$ cat config.mk
export PLATFORM = sky130hd
export DESIGN_NAME = digit_frame_decoder
export DESIGN_NICKNAME = d
export VERILOG_FILES = /design/src/rtl/digit_frame_pkg.sv /design/src/rtl/pix_sync.sv /design/src/rtl/digit_frame_decoder.sv
export SDC_FILE = /design/constraint.sdc
export NUM_CORES = 1
export LEC_CHECK = 0
export BUFFER_PORTS_ARGS = -buffer_cell sky130_fd_sc_hd__buf_2
export CORE_MARGIN = 2
export CORE_UTILIZATION = 45
export DETAILED_ROUTE_END_ITERATION = 6
export HOLD_SLACK_MARGIN = 0.02
export PLACE_DENSITY_LB_ADDON = 0.25
export RECOVER_POWER = 100
export SKIP_CTS_REPAIR_TIMING = 1
export SLEW_MARGIN = 20
export SYNTH_ARGS = -nofsm -noshare
export SYNTH_HDL_FRONTEND = slang
export SYNTH_SLANG_ARGS = --single-unit
$ cat constraint.sdc
create_clock -name clk -period 6.2 [get_ports clk]
set_input_delay 1.55 -clock clk [delete_from_list [all_inputs] [get_ports clk]]
set_output_delay 1.55 -clock clk [all_outputs]
set_load 0.02 [all_outputs]
$ cat src/rtl/digit_frame_pkg.sv
// Shared types and constants for the 4x4 character PWM frame decoder.
package digit_frame_pkg;

   localparam int unsigned DEF_N_PIX   = 16;
   localparam int unsigned DEF_REF_IDX = 3;

   // Expected bitmaps of decoded characters; add further letters as they are characterised.
   localparam logic [15:0] CHAR_A = 16'h9F8F;
   localparam logic [15:0] CHAR_X = 16'h9679;

   typedef enum logic [1:0] {
      ST_IDLE    = 2'd0,
      ST_ACQUIRE = 2'd1,
      ST_EMIT    = 2'd2
   } dfd_state_e;

endpackage

$ cat src/rtl/pix_sync.sv
// Parameterised-width two-flop synchroniser for asynchronous pixel lines.
module pix_sync #(
   parameter int unsigned W = 16
) (
   input  logic         clk,
   input  logic         rst_n,
   input  logic [W-1:0] d,
   output logic [W-1:0] q
);

   logic [W-1:0] meta_q;
   logic [W-1:0] sync_q;

   always_ff @(posedge clk or negedge rst_n) begin
      if (!rst_n) begin
         meta_q <= '0;
         sync_q <= '0;
      end else begin
         meta_q <= d;
         sync_q <= meta_q;
      end
   end

   assign q = sync_q;

endmodule

$ cat src/rtl/digit_frame_decoder.sv
// Recovers a static character bitmap from phase-modulated pixel PWM lines by
// majority-voting each pixel's level over a window of reference rising edges.
module digit_frame_decoder
   import digit_frame_pkg::*;
#(
   parameter int unsigned N_PIX   = DEF_N_PIX,
   parameter int unsigned REF_IDX = DEF_REF_IDX,
   parameter int unsigned N_EDGES = 8,
   parameter int unsigned TIMEOUT = 2097152
) (
   input  logic             clk,
   input  logic             rst_n,
   input  logic             en,
   input  logic [N_PIX-1:0] digit_in,
   output logic [N_PIX-1:0] frame,
   output logic             frame_clean,
   output logic             frame_valid,
   input  logic             frame_ready,
   output logic             timeout
);

   localparam int unsigned CW = $clog2(N_EDGES + 1);
   localparam int unsigned TW = $clog2(TIMEOUT);

   localparam logic [CW-1:0] EDGE_LAST = CW'(N_EDGES - 1);
   localparam logic [CW-1:0] EDGE_FULL = CW'(N_EDGES);
   localparam logic [CW-1:0] EDGE_HALF = CW'(N_EDGES / 2);
   localparam logic [TW-1:0] TO_LAST   = TW'(TIMEOUT - 1);

   dfd_state_e       state_q, state_d;
   logic [N_PIX-1:0] pix_s;
   logic             ref_d_q, ref_d_d;
   logic             ref_edge;
   logic             window_done;
   logic             unanimous;

   logic [CW-1:0]    edge_cnt_q, edge_cnt_d;
   logic [CW-1:0]    match_q   [N_PIX];
   logic [CW-1:0]    match_d   [N_PIX];
   logic [CW-1:0]    match_inc [N_PIX];
   logic [N_PIX-1:0] vote;
   logic [TW-1:0]    tcnt_q, tcnt_d;
   logic [N_PIX-1:0] frame_q, frame_d;
   logic             clean_q, clean_d;
   logic             valid_q, valid_d;
   logic             timeout_q, timeout_d;
   logic             clear_cnt;

   pix_sync #(
      .W (N_PIX)
   ) u_pix_sync (
      .clk   (clk),
      .rst_n (rst_n),
      .d     (digit_in),
      .q     (pix_s)
   );

   assign ref_d_d     = pix_s[REF_IDX];
   assign ref_edge    = pix_s[REF_IDX] & ~ref_d_q;
   assign window_done = (state_q == ST_ACQUIRE) && en && ref_edge && (edge_cnt_q == EDGE_LAST);

   // Per-pixel counts including the current cycle, plus the vote and unanimity derived from them.
   always_comb begin
      unanimous = 1'b1;
      vote      = '0;
      for (int i = 0; i < int'(N_PIX); i++) begin
         match_inc[i] = match_q[i] + CW'(pix_s[i]);
         vote[i]      = (match_inc[i] > EDGE_HALF);
         if ((match_inc[i] != '0) && (match_inc[i] != EDGE_FULL)) begin
            unanimous = 1'b0;
         end
      end
   end

   always_ff @(posedge clk or negedge rst_n) begin
      if (!rst_n) begin
         state_q <= ST_IDLE;
      end else begin
         state_q <= state_d;
      end
   end

   always_comb begin
      state_d = state_q;
      unique case (state_q)
         ST_IDLE: begin
            if (en) state_d = ST_ACQUIRE;
         end
         ST_ACQUIRE: begin
            if (!en)              state_d = ST_IDLE;
            else if (window_done) state_d = ST_EMIT;
         end
         ST_EMIT: begin
            // A falling en only takes effect once the pending frame is accepted.
            if (frame_ready) state_d = en ? ST_ACQUIRE : ST_IDLE;
         end
         default: state_d = ST_IDLE;
      endcase
   end

   always_comb begin
      edge_cnt_d = edge_cnt_q;
      match_d    = match_q;
      tcnt_d     = tcnt_q;
      frame_d    = frame_q;
      clean_d    = clean_q;
      valid_d    = valid_q;
      timeout_d  = 1'b0;
      clear_cnt  = 1'b0;

      unique case (state_q)
         ST_IDLE: begin
            clear_cnt = 1'b1;
            valid_d   = 1'b0;
         end
         ST_ACQUIRE: begin
            if (!en) begin
               clear_cnt = 1'b1;
            end else if (ref_edge) begin
               edge_cnt_d = edge_cnt_q + CW'(1);
               match_d    = match_inc;
               tcnt_d     = '0;
               if (window_done) begin
                  frame_d   = vote;
                  clean_d   = unanimous;
                  valid_d   = 1'b1;
                  clear_cnt = 1'b1;
               end
            end else if (tcnt_q == TO_LAST) begin
               timeout_d = 1'b1;
               clear_cnt = 1'b1;
            end else begin
               tcnt_d = tcnt_q + TW'(1);
            end
         end
         ST_EMIT: begin
            // Edges seen while holding a frame are deliberately dropped.
            clear_cnt = 1'b1;
            if (frame_ready) valid_d = 1'b0;
         end
         default: begin
            clear_cnt = 1'b1;
            valid_d   = 1'b0;
         end
      endcase

      if (clear_cnt) begin
         edge_cnt_d = '0;
         tcnt_d     = '0;
         for (int i = 0; i < int'(N_PIX); i++) begin
            match_d[i] = '0;
         end
      end
   end

   always_ff @(posedge clk or negedge rst_n) begin
      if (!rst_n) begin
         ref_d_q    <= 1'b0;
         edge_cnt_q <= '0;
         tcnt_q     <= '0;
         frame_q    <= '0;
         clean_q    <= 1'b0;
         valid_q    <= 1'b0;
         timeout_q  <= 1'b0;
         for (int i = 0; i < int'(N_PIX); i++) begin
            match_q[i] <= '0;
         end
      end else begin
         ref_d_q    <= ref_d_d;
         edge_cnt_q <= edge_cnt_d;
         tcnt_q     <= tcnt_d;
         frame_q    <= frame_d;
         clean_q    <= clean_d;
         valid_q    <= valid_d;
         timeout_q  <= timeout_d;
         for (int i = 0; i < int'(N_PIX); i++) begin
            match_q[i] <= match_d[i];
         end
      end
   end

   assign frame       = frame_q;
   assign frame_clean = clean_q;
   assign frame_valid = valid_q;
   assign timeout     = timeout_q;

endmodule

Yosys cells after proc, flatten, opt, wreduce, memory -nomap -nowiden

Cells that the tools add are included.

Add/sub/neg operators: 18
Order comparisons: 16
Eq/ne operators: 27
Mux-type cells: 48
Bitwise logic cells: 2
Reductions and logical operators: 44

Operators by type and width:

| cell                    | count |
|---|---|
| $mux W64                | 4 |
| $mux W21                | 5 |
| $add A4 B1 Y4           | 16 |
| $gt A4 B3 Y1 const B    | 16 |
| $ne A4 B4 Y1 const B    | 16 |
| $reduce_bool A4 Y1      | 16 |
| $mux W1                 | 29 |
| $add A21 B1 Y21 const B | 1 |
| $eq A21 B21 Y1 const B  | 1 |
| $logic_and A1 B1 Y1     | 19 |
| $mux W4                 | 4 |
| $ne A2 B2 Y1 const B    | 5 |
| $reduce_and A3 Y1       | 3 |
| $mux W2                 | 4 |
| $reduce_and A4 Y1       | 2 |
| $ne A3 B3 Y1 const B    | 2 |
| $pmux W2 S3             | 1 |
| $reduce_bool A2 Y1      | 3 |
| $add A4 B1 Y4 const B   | 1 |
| $eq A4 B3 Y1 const B    | 1 |
| $eq A2 B1 Y1 const B    | 1 |
| $eq A2 B2 Y1 const B    | 1 |
| $logic_not A2 Y1        | 1 |
| $pmux W1 S2             | 1 |
| other kinds (2)         | 2 |

Register bits: 143
Bits of input ports: 20
Output and inout bits: 19
Word-level logic and storage cells: 181

Logic depth before layout (Yosys ltp)

Gate-level depths: netlist of run 1.

Depth after elaboration: 19
Gate-level depth with buffers: 7
Gate-level depth less buffers: 6

Modules after synthesis

From an unflattened synthesis of run 1, not the netlist that was laid out.

Cells, all modules: 622
Area total of the unflattened synthesis: 6,552.5 µm²

By module, submodules not included:

| module              | instances | cells each | area each (µm²) | sequential area each (µm²) |
|---|---|---|---|---|
| digit_frame_decoder | 1         | 590        | 5,751.8         | 2,777.7 |
| pix_sync            | 1         | 32         | 800.8           | 800.8 |

Worst setup path before layout of run 1

OpenSTA, ideal clock, no wires.

Kind: input-to-reg
Start point: in en
End point: reg frame_q[10] (netlist: frame[10])
Library setup time: 0.088 ns
Arrival: 2.672 ns
Required time: 6.112 ns
Path slack: 3.439 ns
Cell stages on the path: 5
Path through: nand3b_1 -> nor3_1 -> clkbuf_1 -> nor2_1 -> a41oi_1

Word-level cells in the longest chain between the ends: 4

RTL lines:

| item                                   | line                       | source |
|---|---|---|
| from (decl)                            | digit_frame_decoder.sv:13  | `input logic en,` |
| $logic_and A1 B1 Y1 (3 in series)      | digit_frame_decoder.sv:60  | `assign window_done = (state_q == ST_ACQUIRE) && en && ref_edge && (edge_cnt_q == EDGE_LAST);` |
| $reduce_and A4 Y1 (no source line) (*) | --                         |  |
| to (signal assigned)                   | digit_frame_decoder.sv:172 | `frame_q <= frame_d;` |
| to (decl)                              | digit_frame_decoder.sv:43  | `logic [N_PIX-1:0] frame_q, frame_d;` |

Mark *: on every way between the ends. The rest lies on a longest branch, timed or not.
A chain may end at the register's enable or synchronous reset.

Worst setup path in the final report of run 1

Start point: in en
End point: reg match_q[1] (netlist bit)

Word-level cells in the longest chain between the ends: 9
Elaborated cells between the ends (all ways): 12
Classes of those cells: mux: 5; reduce/logical: 7

RTL lines:

| item                                | line                       | source |
|---|---|---|
| $logic_and A1 B1 Y1 (3 in series)   | digit_frame_decoder.sv:60  |  |
| $mux W1                             | digit_frame_decoder.sv:123 | `if (window_done) begin` |
| $mux W1                             | digit_frame_decoder.sv:119 | `end else if (ref_edge) begin` |
| $mux W1                             | digit_frame_decoder.sv:117 | `if (!en) begin` |
| $mux W1                             | digit_frame_decoder.sv:111 | `unique case (state_q)` |
| $reduce_bool A2 Y1 (no source line) | --                         |  |
| $reduce_and A3 Y1 (no source line)  | --                         |  |
| to (signal, indexed assignment)     | digit_frame_decoder.sv:177 | `match_q[i] <= match_d[i];` |
| to (decl)                           | digit_frame_decoder.sv:38  | `logic [CW-1:0] match_q [N_PIX];` |

Several ways; a longest one is shown, not always the timed one.

==> results.json, run 1 <==
{
  "rows": 43,
  "grtUsageTotal": 0.1951,
  "grt_max_degree": 98,
  "whs_ns": 0.3465,
  "pre_cts_slack_ns": 2.946,
  "skew_ns": 0.009565,
  "boundaryPins": 39,
  "ys_warn_count": 0,
  "power_w": 0.002107,
  "critPathBufInv": 2,
  "antenna_found_initial": 0,
  "ys_seq_area_frac": 0.5546,
  "io_buffers": 38,
  "num_antenna_cells": 0,
  "first_global_vias": 4539,
  "synth_area_um2": 6452,
  "max_cap_viol_count": 4,
  "start_util": 0.4631,
  "clock_path_buffers": 2,
  "power_frac_clock": 0.512,
  "p_seq_frac": 0.454,
  "cts_buffers": 17,
  "p_leak_nw": 3.439,
  "critPathKind": "input pin to register",
  "synth_ff_type": "dfrtp_1",
  "cts_tree": "done",
  "place.gp.congestion": 0.7952,
  "die_x_um": 123.7,
  "hpwl_um": 8727,
  "power_frac_comb": 0.034,
  "layout_setup_ws_ns": 2.270,
  "hold_viol_final": 0,
  "clkTransAtPathRegs_ns": 0.06,
  "p_sw_frac": 0.2038,
  "grt_pass1_wl_um": 22700,
  "root_buffer": "clkbuf_16",
  "core_um2": 13930,
  "ys_async_sr_fraction": 1.000,
  "dieArea_um2": 15310,
  "dr.pass1.iters": 5,
  "setup_viol": 0,
  "finalCriticalPeriod_ns": 3.930,
  "p_sw_w": 0.0004294,
  "grt_overflow": 0,
  "cpPeakStageDelay_ns": 1.82,
  "via_count": 4606,
  "synth_enable_flop_cells": 0,
  "relSlewSlack": -0.7207,
  "nNetsFinal": 673,
  "worst_path_max_delay_cell": "clkbuf_1",
  "min_path_type": "register to register",
  "synth_cell_types": 42,
  "drtAntennaViolNets": 0,
  "clk_latency_ns": 0.43,
  "cp-end-kind": "register",
  "wirelength_um": 13620,
  "finalCritPeriodShare": 0.6339,
  "max_clock_freq_mhz": 254.4,
  "h-tree-depth": 4,
  "place_area_um2": 6829,
  "cp_common_cell": "clkbuf_1",
  "fin_area_um2": 7403,
  "required_ns": 6.55,
  "cp-start-kind": "input pin",
  "worstMarginPinSlew_ns": 2.581,
  "drtIter0Drc": 339,
  "rsz0062_at_grt": "false",
  "clkSinkCount": 143,
  "status": "finished, violations left",
  "wl_per_cell_um": 16.77,
  "arrival_ns": 4.28,
  "syn_inst": 576,
  "avgSynthCellArea_um2": 11.20,
  "critPathMaxFanout": 51,
  "drive_gt1_frac": 0.1155,
  "maxSlewViolCount": 204,
  "via_per_inst": 5.672,
  "die_height_um": 123.7,
  "synth_fp_nets": 630,
  "crit_chain": "clkbuf_1 > nand3b_1 > nor2_1 > o21a_1 > clkbuf_1 > a22o_1",
  "synth.ff_latch_count": 143,
  "worst_ir_drop_vdd_mv": 0.2176,
  "violations": "max-capacitance violations, max-slew violations",
  "critical-path-top-delay-family": "buffers and inverters",
  "p_int_w": 0.001677,
  "route.detailed.drc": 0,
  "pwr_density_cell_nw_per_um2": 284.6,
  "synthToLayoutAreaGrowth_pct": 14.74,
  "setup_tns_ns": 0
}
## path summary, 6_finish.rpt
path | start | endpoint | slack, ns | cells past startpoint
setup / recovery | en | match_q[1] | 2.27 | 6
hold / removal | u_pix_sync.meta_q[15] | u_pix_sync.q[15] | 0.35 | 0
max in group asynchronous | rst_n | match_q[9] | 2.66 | 2
min in group asynchronous | rst_n | u_pix_sync.q[9] | 1.85 | 1
hold reg to reg | u_pix_sync.meta_q[15] | u_pix_sync.q[15] | 0.35 | 0
setup reg to reg | tcnt_q[0] | match_q[1] | 2.54 | 6
## final cells by class
cell class                 count  area, µm²
inverter                       3      11.26
clock buffer                  28      536.8
clock inverter                 4      95.09
timing repair buffer          46      214.0
multi-input combinational    408       2743
sequential                   143       3578
fill                        1234       6531
tap                          180      225.2
## layout by cell type, fill, tap and decap left out, drive strengths merged, types with 3 or more instances in the layout
| cell type | Yosys | final |
|---|---|---|
| mux2i | 13 | 13 |
| nand3 | 32 | 32 |
| a22o | 33 | 33 |
| nor2 | 49 | 49 |
| xor2 | 16 | 16 |
| and4 | 3 | 3 |
| dfrtp | 143 | 143 |
| nand2b | 3 | 3 |
| clkbuf | 10 | 52 |
| nand4 | 3 | 3 |
| xnor2 | 10 | 10 |
| nand2 | 38 | 38 |
| a41oi | 16 | 16 |
| o21bai | 3 | 3 |
| buf | 12 | 22 |
| o31ai | 4 | 4 |
| bufinv | 0 | 3 |
| or4 | 5 | 5 |
| or3 | 6 | 6 |
| inv | 3 | 3 |
| o21ai | 27 | 27 |
| nor2b | 5 | 5 |
| a21o | 17 | 17 |
| or2 | 18 | 18 |
| nor3 | 7 | 7 |
| nor4 | 27 | 27 |
| a21oi | 27 | 27 |
| ha | 34 | 34 |
## routing by layer
| metal | vias up | global-route usage | wire length, µm |
|---|---|---|---|
| li1 | 2222 | - | - |
| met1 | 2284 | 0.2640 | 6311 |
| met2 | 82 | 0.3032 | 6530 |
| met3 | 18 | 0.04808 | 560 |
| met4 | 0 | 0.07599 | 218 |
| met5 | - | 0 | 0 |
## stage by stage
stage                     utilization  std cells
final                          0.5313        812
after detailed placement       0.4901        780
after global placement         0.4896        780
after global routing           0.5313        812
after CTS                      0.5354        812
after floorplan                     -        576
## power groups by stage
| stage | combinational (W) | clock (W) | sequential, W |
|---|---|---|---|
| 2_1_floorplan | 0.0000372 | 0 | 0.000970 |
| 3_3_place_gp | 0.0000715 | 0 | 0.000972 |
| 3_5_place_dp | 0.0000742 | 0 | 0.000973 |
| 4_1_cts | 0.0000742 | 0.00111 | 0.000956 |
| 5_1_grt | 0.0000809 | 0.00115 | 0.000958 |
| 6_report | 0.0000712 | 0.00108 | 0.000957 |
## Yosys cell counts (all sizes together) (2+ instances only)
| master | instances | area [µm²] |
|---|---|---|
| dfrtp | 143 | 3578 |
| nor2 | 49 | 183.9 |
| nand2 | 38 | 142.6 |
| ha | 34 | 425.4 |
| a22o | 33 | 289.0 |
| nand3 | 32 | 165.2 |
| a21oi | 27 | 135.1 |
| nor4 | 27 | 168.9 |
| o21ai | 27 | 135.1 |
| or2 | 18 | 112.6 |
| a21o | 17 | 127.6 |
| a41oi | 16 | 140.1 |
| xor2 | 16 | 140.1 |
| mux2i | 13 | 130.1 |
| buf | 12 | 82.58 |
| clkbuf | 10 | 38.78 |
| xnor2 | 10 | 87.58 |
| nor3 | 7 | 40.04 |
| or3 | 6 | 37.54 |
| nor2b | 5 | 31.28 |
| or4 | 5 | 41.29 |
| o31ai | 4 | 30.03 |
| and4 | 3 | 26.28 |
| inv | 3 | 11.26 |
| nand2b | 3 | 18.77 |
| nand4 | 3 | 18.77 |
| o21bai | 3 | 22.52 |
| and2 | 2 | 12.51 |
| nand3b | 2 | 15.01 |
| o21a | 2 | 15.01 |
| o22a | 2 | 17.52 |
## flip-flops by register name, summed over array words and instances (netlist names)
register / count
tcnt_q: 21
timeout: 1
frame_valid: 1
match_q: 64
ref_d_q: 1
frame: 16
edge_cnt_q: 4
u_pix_sync.meta_q: 16
frame_clean: 1
state_q: 2
u_pix_sync.q: 16
## logic make-up (layout without fill, tap and decap cells)
| group | count (synthesis) | after routing | synth area share |
|---|---|---|---|
| XOR/XNOR | 26 | 26 | 0.03529 |
| flip-flops | 143 | 143 | 0.5546 |
| AND/OR/NAND/NOR | 203 | 203 | 0.1610 |
| buffers and inverters | 25 | 81 | 0.02055 |
| multiplexers | 13 | 13 | 0.02017 |
| AO/OA/AOI/OAI | 132 | 132 | 0.1425 |
| adder cells (fa/ha/maj) | 34 | 34 | 0.06593 |
(Power assumes the default switching activity.)
==> run 2, diff against run 1 <==
clock period = 3.67 ns   (was 6.2 ns; I/O delays follow)
==> run 2 against run 1 <==
Against the previous run:
- the flow still finishes with violations (max-capacitance violations, max-slew violations)
- critical path depth unchanged
- global-route usage up 0.20 points
- routed wire length grew 1.6%
- largest power group unchanged
- non-clock buffer count is 3 higher
- die area did not move
- core utilization is 0.14 points higher
- first-iteration DRC count decreased by 30%
- clock power rose by 65%
- final area is 0.27% higher
==> results.json, run 2 (synthesis gave the netlist of run 1 again) <==
{
  "grt_pass1_wl_um": 23060,
  "start_util": 0.4631,
  "fillers": 1214,
  "critPathBufInv": 1,
  "rows": 43,
  "finalCriticalPeriod_ns": 3.068,
  "final_common_cell": "dfrtp_1",
  "cp-end-kind": "register",
  "grt_max_degree": 99,
  "cp-endpoint": "match_q[5]",
  "r2r_slack_ns": 0.60,
  "nNetsFinal": 676,
  "arrival_ns": 3.38,
  "pwr_density_cell_nw_per_um2": 474.4,
  "clock_path_buffers": 2,
  "die_height_um": 123.7,
  "critPathLaunch": "tcnt_q[0]",
  "max_cap_viol_count": 2,
  "crit_chain": "ha_1 > nand2_1 > or4_1 > o21a_1 > clkbuf_1 > a22o_1",
  "cpPeakStageDelay_ns": 0.72,
  "skew_ns": 0.006486,
  "reg2reg_from": "tcnt_q[0]",
  "setup_viol": 0,
  "cts_buffers": 17,
  "layout.cells.non_filler": 814,
  "die_x_um": 123.7,
  "drtIter0Drc": 238,
  "hpwl_um": 9094,
  "regToRegEndpoint": "match_q[5]",
  "clkSinkCount": 143,
  "relSlewSlack": -0.6507,
  "wirelength_um": 13840,
  "dieArea_um2": 15310,
  "critPathMaxFanout": 24,
  "via_per_inst": 5.690,
  "worst_path_max_delay_cell": "or4_1",
  "num_antenna_cells": 0,
  "io_buffers": 38,
  "worstRegToRegCells": 6,
  "first_global_vias": 4709,
  "rsz0062_at_grt": "false",
  "place.gp.congestion": 0.8120,
  "finalCritPeriodShare": 0.8361,
  "min_path_type": "register to register",
  "clk_latency_ns": 0.42,
  "maxSlewViolCount": 135,
  "dr.pass1.iters": 4,
  "required_ns": 3.98,
  "final_cell_mix": "dfrtp_1 (143), nor2_1 (48), nand2_1 (38), ha_1 (34), a22o_1 (33)",
  "reg_top3": "match_q x64, tcnt_q x21",
  "root_buffer": "clkbuf_16",
  "regMostFlops": "match_q",
  "worstMarginPinSlew_ns": 2.476,
  "clkTransAtPathRegs_ns": 0.06,
  "drive_gt1_frac": 0.1215,
  "status": "finished, violations left",
  "hold_viol_final": 0,
  "h-tree-depth": 4,
  "wl_per_cell_um": 17.01,
  "setup_tns_ns": 0,
  "max_clock_freq_mhz": 325.9,
  "violations": "max-capacitance violations, max-slew violations",
  "boundaryPins": 39,
  "cts_tree": "done",
  "critical-path-top-delay-family": "compound AO/OA/AOI/OAI gates",
  "critPathKind": "register to register",
  "place_inst": 783,
  "grt_overflow": 0,
  "path_depth": 6,
  "p_leak_nw": 3.450,
  "cp-start-kind": "register",
  "core_um2": 13930,
  "grtUsageTotal": 0.1971,
  "antenna_found_initial": 0,
  "largest_register_ffs": 64,
  "drtAntennaViolNets": 0,
  "synthToLayoutAreaGrowth_pct": 15.05,
  "route.detailed.drc": 0,
  "worst_ir_drop_vdd_mv": 0.3469,
  "via_count": 4632
}
## run 2: cell count changes in the layout (fill, tap and decap cells not counted), moves of 2 or more
cell / delta
clkinv_4: +2
buf_12: +2
clkinv_2: +3
clkbuf_1: -3
clkbuf_8: -3
## run 2: per-layer routing
| layer | vias up | global-route usage | routed length [µm] |
|---|---|---|---|
| met1 | 2286 | 0.2482 | 6415 |
| met3 | 32 | 0.05769 | 590 |
| met5 | - | 0 | 0 |
| li1 | 2218 | - | - |
| met4 | 0 | 0.09375 | 388 |
| met2 | 96 | 0.3125 | 6450 |
## run 2: layout make-up
type,instances,area (µm²),share of cell area
clock inverters,10,135.1,0.01820
clock buffers,21,480.5,0.06472
repair buffers,49,255.2,0.03438
flip-flops and latches,143,3578,0.4820
multi-input cells,408,2738,0.3688
inverters,3,11.26,0.001517
well taps,180,225.2,0.03034
## run 2: worst min path at each step
stage / slack, ns / to / from / cells past startpoint
2_1_floorplan: 0.33 / u_pix_sync.q[0] / u_pix_sync.meta_q[0] / 0
5_1_grt: 0.35 / u_pix_sync.q[14] / u_pix_sync.meta_q[14] / 0
3_3_place_gp: 0.33 / u_pix_sync.q[15] / u_pix_sync.meta_q[15] / 0
4_1_cts: 0.35 / u_pix_sync.q[15] / u_pix_sync.meta_q[15] / 0
3_5_place_dp: 0.34 / u_pix_sync.q[11] / u_pix_sync.meta_q[11] / 0
6_report: 0.34 / u_pix_sync.q[3] / u_pix_sync.meta_q[3] / 0
## run 2: power by group
group	internal, W	switching [W]
combinational	0.0000388	0.0000873
sequential	0.00160	0.0000130
clock	0.00113	0.000647
## run 2: stage by stage
step	utilization	setup slack, ns	hold WS, ns	area (µm²)	total power (W)
after detailed placement	0.4930	0.9632	0.3355	6870	0.001773
after CTS	0.5372	0.9264	0.3482	7486	0.003549
after global placement	0.4930	1.013	0.3325	6870	0.001769
after global routing	0.5327	0.4136	0.3496	7423	0.003639
final	0.5327	0.6015	0.3446	7423	0.003521
after floorplan	-	1.542	0.3312	6452	0.001701
